$ cat config.mk
export PLATFORM = sky130hd
export DESIGN_NAME = v3_shift_reg_queue
export DESIGN_NICKNAME = d
export VERILOG_FILES = /design/src/rtl/v3_shift_reg_queue_pkg.sv /design/src/rtl/v3_shift_reg_entry.sv /design/src/rtl/v3_shift_reg_queue.sv
export SDC_FILE = /design/constraint.sdc
export NUM_CORES = 1
export LEC_CHECK = 0
export CAP_MARGIN = 20
export CORE_MARGIN = 8
export CORE_UTILIZATION = 50
export CTS_CLUSTER_DIAMETER = 150
export DETAILED_ROUTE_END_ITERATION = 8
export PLACE_DENSITY = 0.7
export SLEW_MARGIN = 25
export SYNTH_ARGS = -nofsm -noshare
export SYNTH_HDL_FRONTEND = slang
export SYNTH_SLANG_ARGS = --single-unit
$ cat constraint.sdc
create_clock -name clk -period 10.2 [get_ports clk]
set_input_delay 1.53 -clock clk [delete_from_list [all_inputs] [get_ports clk]]
set_output_delay 1.53 -clock clk [all_outputs]
set_load 0.01 [all_outputs]
$ cat src/rtl/v3_shift_reg_queue_pkg.sv
// Shared types for the shift-register queue: per-entry shift operation and order-mode constants.
package v3_QueuePkg;

  // FWD takes entry[i-1] (toward the tail), REV takes entry[i+1] (toward the head).
  typedef enum logic [1:0] {
    SHIFT_HOLD,
    SHIFT_WRITE,
    SHIFT_FWD,
    SHIFT_REV
  } shift_op_t;

  localparam int MODE_FIFO = 0;
  localparam int MODE_LIFO = 1;

endpackage

$ cat src/rtl/v3_shift_reg_entry.sv
// One queue slot: a register fed by a 4:1 mux selected by the slot's shift operation.
module v3_shift_reg_entry
  import v3_QueuePkg::*;
#(
  parameter int unsigned p_bitwidth = 32
) (
  input  logic                  clk,
  input  logic                  rst,
  input  logic                  clear,
  input  shift_op_t             op,
  input  logic [p_bitwidth-1:0] wr_data_in,
  input  logic [p_bitwidth-1:0] fwd_in,
  input  logic [p_bitwidth-1:0] rev_in,
  output logic [p_bitwidth-1:0] data_out
);

  logic [p_bitwidth-1:0] data_q;

  always_ff @(posedge clk or posedge rst) begin
    if (rst) begin
      data_q <= '0;
    end else if (clear) begin
      data_q <= '0;
    end else begin
      case (op)
        SHIFT_WRITE: data_q <= wr_data_in;
        SHIFT_FWD:   data_q <= fwd_in;
        SHIFT_REV:   data_q <= rev_in;
        default:     data_q <= data_q;
      endcase
    end
  end

  assign data_out = data_q;

endmodule

$ cat src/rtl/v3_shift_reg_queue.sv
// Shift-register queue with val/rdy handshakes, flush and random-access peek.
// Entry 0 is always the head; FIFO or LIFO order is fixed by p_mode.
module v3_shift_reg_queue
  import v3_QueuePkg::*;
#(
  parameter int unsigned p_depth    = 8,
  parameter int unsigned p_bitwidth = 32,
  parameter int unsigned p_mode     = 0,
  parameter int unsigned p_cntwidth = $clog2(p_depth + 1),
  parameter int unsigned p_idwidth  = $clog2(p_depth)
) (
  input  logic                  clk,
  input  logic                  rst,
  input  logic                  flush,
  input  logic                  enq_val,
  output logic                  enq_rdy,
  input  logic [p_bitwidth-1:0] enq_data,
  output logic                  deq_val,
  input  logic                  deq_rdy,
  output logic [p_bitwidth-1:0] deq_data,
  input  logic [p_idwidth-1:0]  peek_idx,
  output logic [p_bitwidth-1:0] peek_data,
  output logic [p_cntwidth-1:0] count
);

  if (p_mode != MODE_FIFO && p_mode != MODE_LIFO) begin : g_bad_mode
    $error("v3_shift_reg_queue: p_mode must be 0 (FIFO) or 1 (LIFO)");
  end

  localparam logic [p_cntwidth-1:0] One  = p_cntwidth'(1);
  localparam logic [p_cntwidth-1:0] Full = p_cntwidth'(p_depth);

  logic [p_bitwidth-1:0] entry_q [p_depth];
  logic [p_bitwidth-1:0] fwd_nb  [p_depth];
  logic [p_bitwidth-1:0] rev_nb  [p_depth];
  shift_op_t             op      [p_depth];
  logic                  clr     [p_depth];
  logic [p_cntwidth-1:0] count_q, count_d;
  logic                  enq_fire, deq_fire;

  assign enq_rdy  = (count_q != Full);
  assign deq_val  = (count_q != '0);
  assign enq_fire = enq_val & enq_rdy;
  assign deq_fire = deq_val & deq_rdy;
  assign deq_data = entry_q[0];
  assign count    = count_q;

  always_comb begin
    logic [p_cntwidth-1:0] idx;
    idx = '0;
    for (int i = 0; i < p_depth; i++) begin
      op[i]  = SHIFT_HOLD;
      clr[i] = flush;
      idx    = p_cntwidth'(i);
      if (!flush) begin
        if (p_mode == MODE_LIFO && enq_fire && deq_fire) begin
          // New item replaces the outgoing head in place; nothing moves.
          if (i == 0) op[i] = SHIFT_WRITE;
        end else if (deq_fire) begin
          if (idx + One < count_q) begin
            op[i] = SHIFT_REV;
          end else if (idx + One == count_q) begin
            if (enq_fire) op[i] = SHIFT_WRITE;
            else          clr[i] = 1'b1;
          end
        end else if (enq_fire) begin
          if (p_mode == MODE_FIFO) begin
            if (idx == count_q) op[i] = SHIFT_WRITE;
          end else begin
            if (i == 0)              op[i] = SHIFT_WRITE;
            else if (idx <= count_q) op[i] = SHIFT_FWD;
          end
        end
      end
    end
  end

  always_comb begin
    count_d = count_q;
    if (flush)                      count_d = '0;
    else if (enq_fire && !deq_fire) count_d = count_q + One;
    else if (deq_fire && !enq_fire) count_d = count_q - One;
  end

  always_ff @(posedge clk or posedge rst) begin
    if (rst) count_q <= '0;
    else     count_q <= count_d;
  end

  for (genvar g = 0; g < p_depth; g++) begin : g_entry
    if (g == 0) begin : g_first
      assign fwd_nb[g] = '0;
    end else begin : g_mid_fwd
      assign fwd_nb[g] = entry_q[g-1];
    end
    if (g == p_depth - 1) begin : g_last
      assign rev_nb[g] = '0;
    end else begin : g_mid_rev
      assign rev_nb[g] = entry_q[g+1];
    end

    v3_shift_reg_entry #(
      .p_bitwidth(p_bitwidth)
    ) u_entry (
      .clk       (clk),
      .rst       (rst),
      .clear     (clr[g]),
      .op        (op[g]),
      .wr_data_in(enq_data),
      .fwd_in    (fwd_nb[g]),
      .rev_in    (rev_nb[g]),
      .data_out  (entry_q[g])
    );
  end

  // Entries at or beyond count are zero already; the guard also covers indices past p_depth.
  always_comb begin
    peek_data = '0;
    if (p_cntwidth'(peek_idx) < count_q) peek_data = entry_q[peek_idx];
  end

endmodule

==> out/metrics.yaml <==
place:
  portBuffers: 109
  post-place-ws_ps: 4410
  dp_hpwl_um: 25900
  place_congestion: 0.792
  dpl.cell_count: 1600
cts:
  h-tree-depth: 1
  cts_max_path_buffers: 3
  cts_hold_buf: 0
  post_cts_buffers: 0
  path_clk_slew_ps: 60
  cts_buffers: 28
  ctsResizeCount: 0
  clk_latency_ps: 550
  clock-sinks: 260
  cts_root_buf: "clkbuf_16"
  tritoncts: "yes"
logic_synthesis:
  synth_area_mm2: 0.0152
  postSynth.asyncResetShare: 1.00
  syn_area_per_cell_um2: 12.0
  synth_edf_count: 0
  ys_ff_latch: 260
  ys_seq_area_frac: 0.429
  synth_flop_cell: "dfrtp_1"
  yosysUniqueCellTypes: 55
  syn_inst: 1259
  ys_warn_count: 0
  syn_nets: 1306
layout:
  instances_no_fill: 1653
  final_cell_mix: "290 x mux2i_1, 260 x dfrtp_1, 128 x o2bb2ai_1"
  diodes: 0
  areaGrowthSynthToFinish_pct: 13.3
  drive_above_1_share: 0.143
  nNetsFinal: 1288
  final_common_cell: "mux2i_1"
power:
  ir_drop_v: 0.000149
  powerDensity_mw_per_mm2: 240
  finalPower_uw: 4110
  p_leak_uw: 0.00761
floorplan:
  start_util: 0.510
  num_rows: 63
  ios: 110
  die-area_mm2: 0.0361
  design.core.area_mm2: 0.0297
  die_y_um: 190
  fp.dieW_um: 190
sta:
  finalHoldViolations: 0
  max_slew_margin: 0.300
  setup_viol: 0
  tightest_slew_ps: 1050
  skew_ps: 19.3
  finalSetupTns_ps: 0
  period_share: 0.573
  fmax_mhz: 171
  setup_ws_ps: 4360
  rsz0062_at_grt: "no"
  period_needed_ps: 5840
  slew_viol_final: 0
setup_path:
  crit-reg2reg-launch: "count[0]"
  crit_arrival_ps: 4310
  crit_chain: "buf_4, buf_4, nand2b_1, a21o_1, a21o_1, buf_4, a21oi_1, clkdlybuf4s50_1"
  crit_path_frequent_cell: "buf_4"
  crit_path_end_kind: "output port"
  critPathLaunchType: "input pin"
  setup.worst_path.class: "in2out"
  critPathMaxFanout: 41
  critical_path.max_stage_delay_ps: 710
  cp-startpoint: "peek_idx[0]"
  required_ps: 8670
  crit_path_top_delay_cell: "buf_4"
grt:
  grt_use_met2: 0.373
  grt_usage: 0.251
  antenna_found_initial: 1
  grt_most_used_layer: "met2"
  grt_overflow: 0
  grtUsageMet1: 0.366
  grt_max_degree: 177
  use_met3: 0.0524
  grt_pass1_wl_um: 71800
  grt_pass1_vias: 11736
detailed_routing:
  drc_errors: 0
  drtIter0Drc: 1242
  num_vias: 11431
  wire_per_inst_um: 28.0
  wl_um: 46200
  firstDrtPassIters: 5
  drt.antenna.violating_nets: 0
  viasPerCell: 6.92
run:
  max_cap_viol_count: 0
worst_hold_path:
  hold_start: "g_entry[3].u_entry.data_out[20]"
  worstHoldPathType: "reg2reg"
status:
  status: "complete, no violations"
-- flip-flops by register name, summed over array words and instances (netlist names) --
name                      count
count                         4
g_entry.u_entry.data_out    256
-- synth_stat cells (all sizes together), types with 2 or more instances --
master,number,share of area
inv,10,0.0025
nor2,8,0.0023
a22oi,2,0.00099
nand3,68,0.022
buf,135,0.051
o2bb2ai,129,0.075
clkbuf,57,0.014
a31oi,2,0.0018
o2111ai,3,0.0017
and3,2,0.00083
a21oi,37,0.012
nand2b,6,0.0025
mux2,2,0.0015
a21o,4,0.0020
a211oi,67,0.034
a22o,32,0.018
o21ai,4,0.0013
ha,7,0.0058
nand4,2,0.00083
mux4,64,0.095
dfrtp,260,0.43
o22ai,32,0.013
or3,2,0.00083
nor2b,3,0.0012
nor3,6,0.0026
nand2,6,0.0015
mux2i,290,0.19
-- critical path, delay by kind of cell --
kind	cells	cell delay, ps
buffers and inverters	4	1990
AO/OA/AOI/OAI	3	550
AND/OR/NAND/NOR	1	200
-- kinds of logic after synthesis --
| family | after synthesis | share of synthesized area |
|---|---|---|
| AND/OR/NAND/NOR | 112 | 0.0407 |
| flip-flops | 260 | 0.429 |
| multiplexers | 356 | 0.288 |
| adder cells (fa/ha/maj) | 7 | 0.00578 |
| AO/OA/AOI/OAI | 322 | 0.168 |
| buffers and inverters | 202 | 0.0678 |
-- report_power, final --
part | leakage [µW] | internal (µW) | switching [µW] | total (µW)
Combinational | 0.00353 | 622 | 837 | 1460
Sequential | 0.00356 | 1280 | 243 | 1520
Clock | 0.000514 | 695 | 436 | 1130
Total | 0.00761 | 2600 | 1520 | 4110
-- path summary, 6_finish.rpt --
check	endpoint	cells past startpoint	slack, ps
max	peek_data[1]	8	4360
min	g_entry[3].u_entry.data_out[20]	1	510
max reg2reg	g_entry[0].u_entry.data_out[16]	7	6460
min reg2reg	g_entry[3].u_entry.data_out[20]	1	510
max in group asynchronous	g_entry[0].u_entry.data_out[15]	4	7320
min in group asynchronous	count[0]	2	1450
-- per-stage QoR --
stage                     hold WS (ps)  instance area, µm²  utilization
after floorplan                    472               15200            -
after global placement             489               16100        0.541
after detailed placement           494               16100        0.542
after CTS                          511               17100        0.576
after global routing               518               17200        0.577
final                              511               17200        0.577
-- final cells by class --
cell class	instances	area [µm²]
clock buffer	39	833
sequential	260	6510
tap	390	488
inverter	10	46.3
clock inverter	13	194
fill	2444	12600
multi-input combinational	797	7710
timing repair buffer	144	1380
-- metal layers --
layer	routed length (µm)	up-vias
met5	11	-
met4	1160	2
met3	3950	89
met2	20500	515
met1	20600	6006
li1	-	4819
No activity file was read; power rests on OpenSTA's default activity.
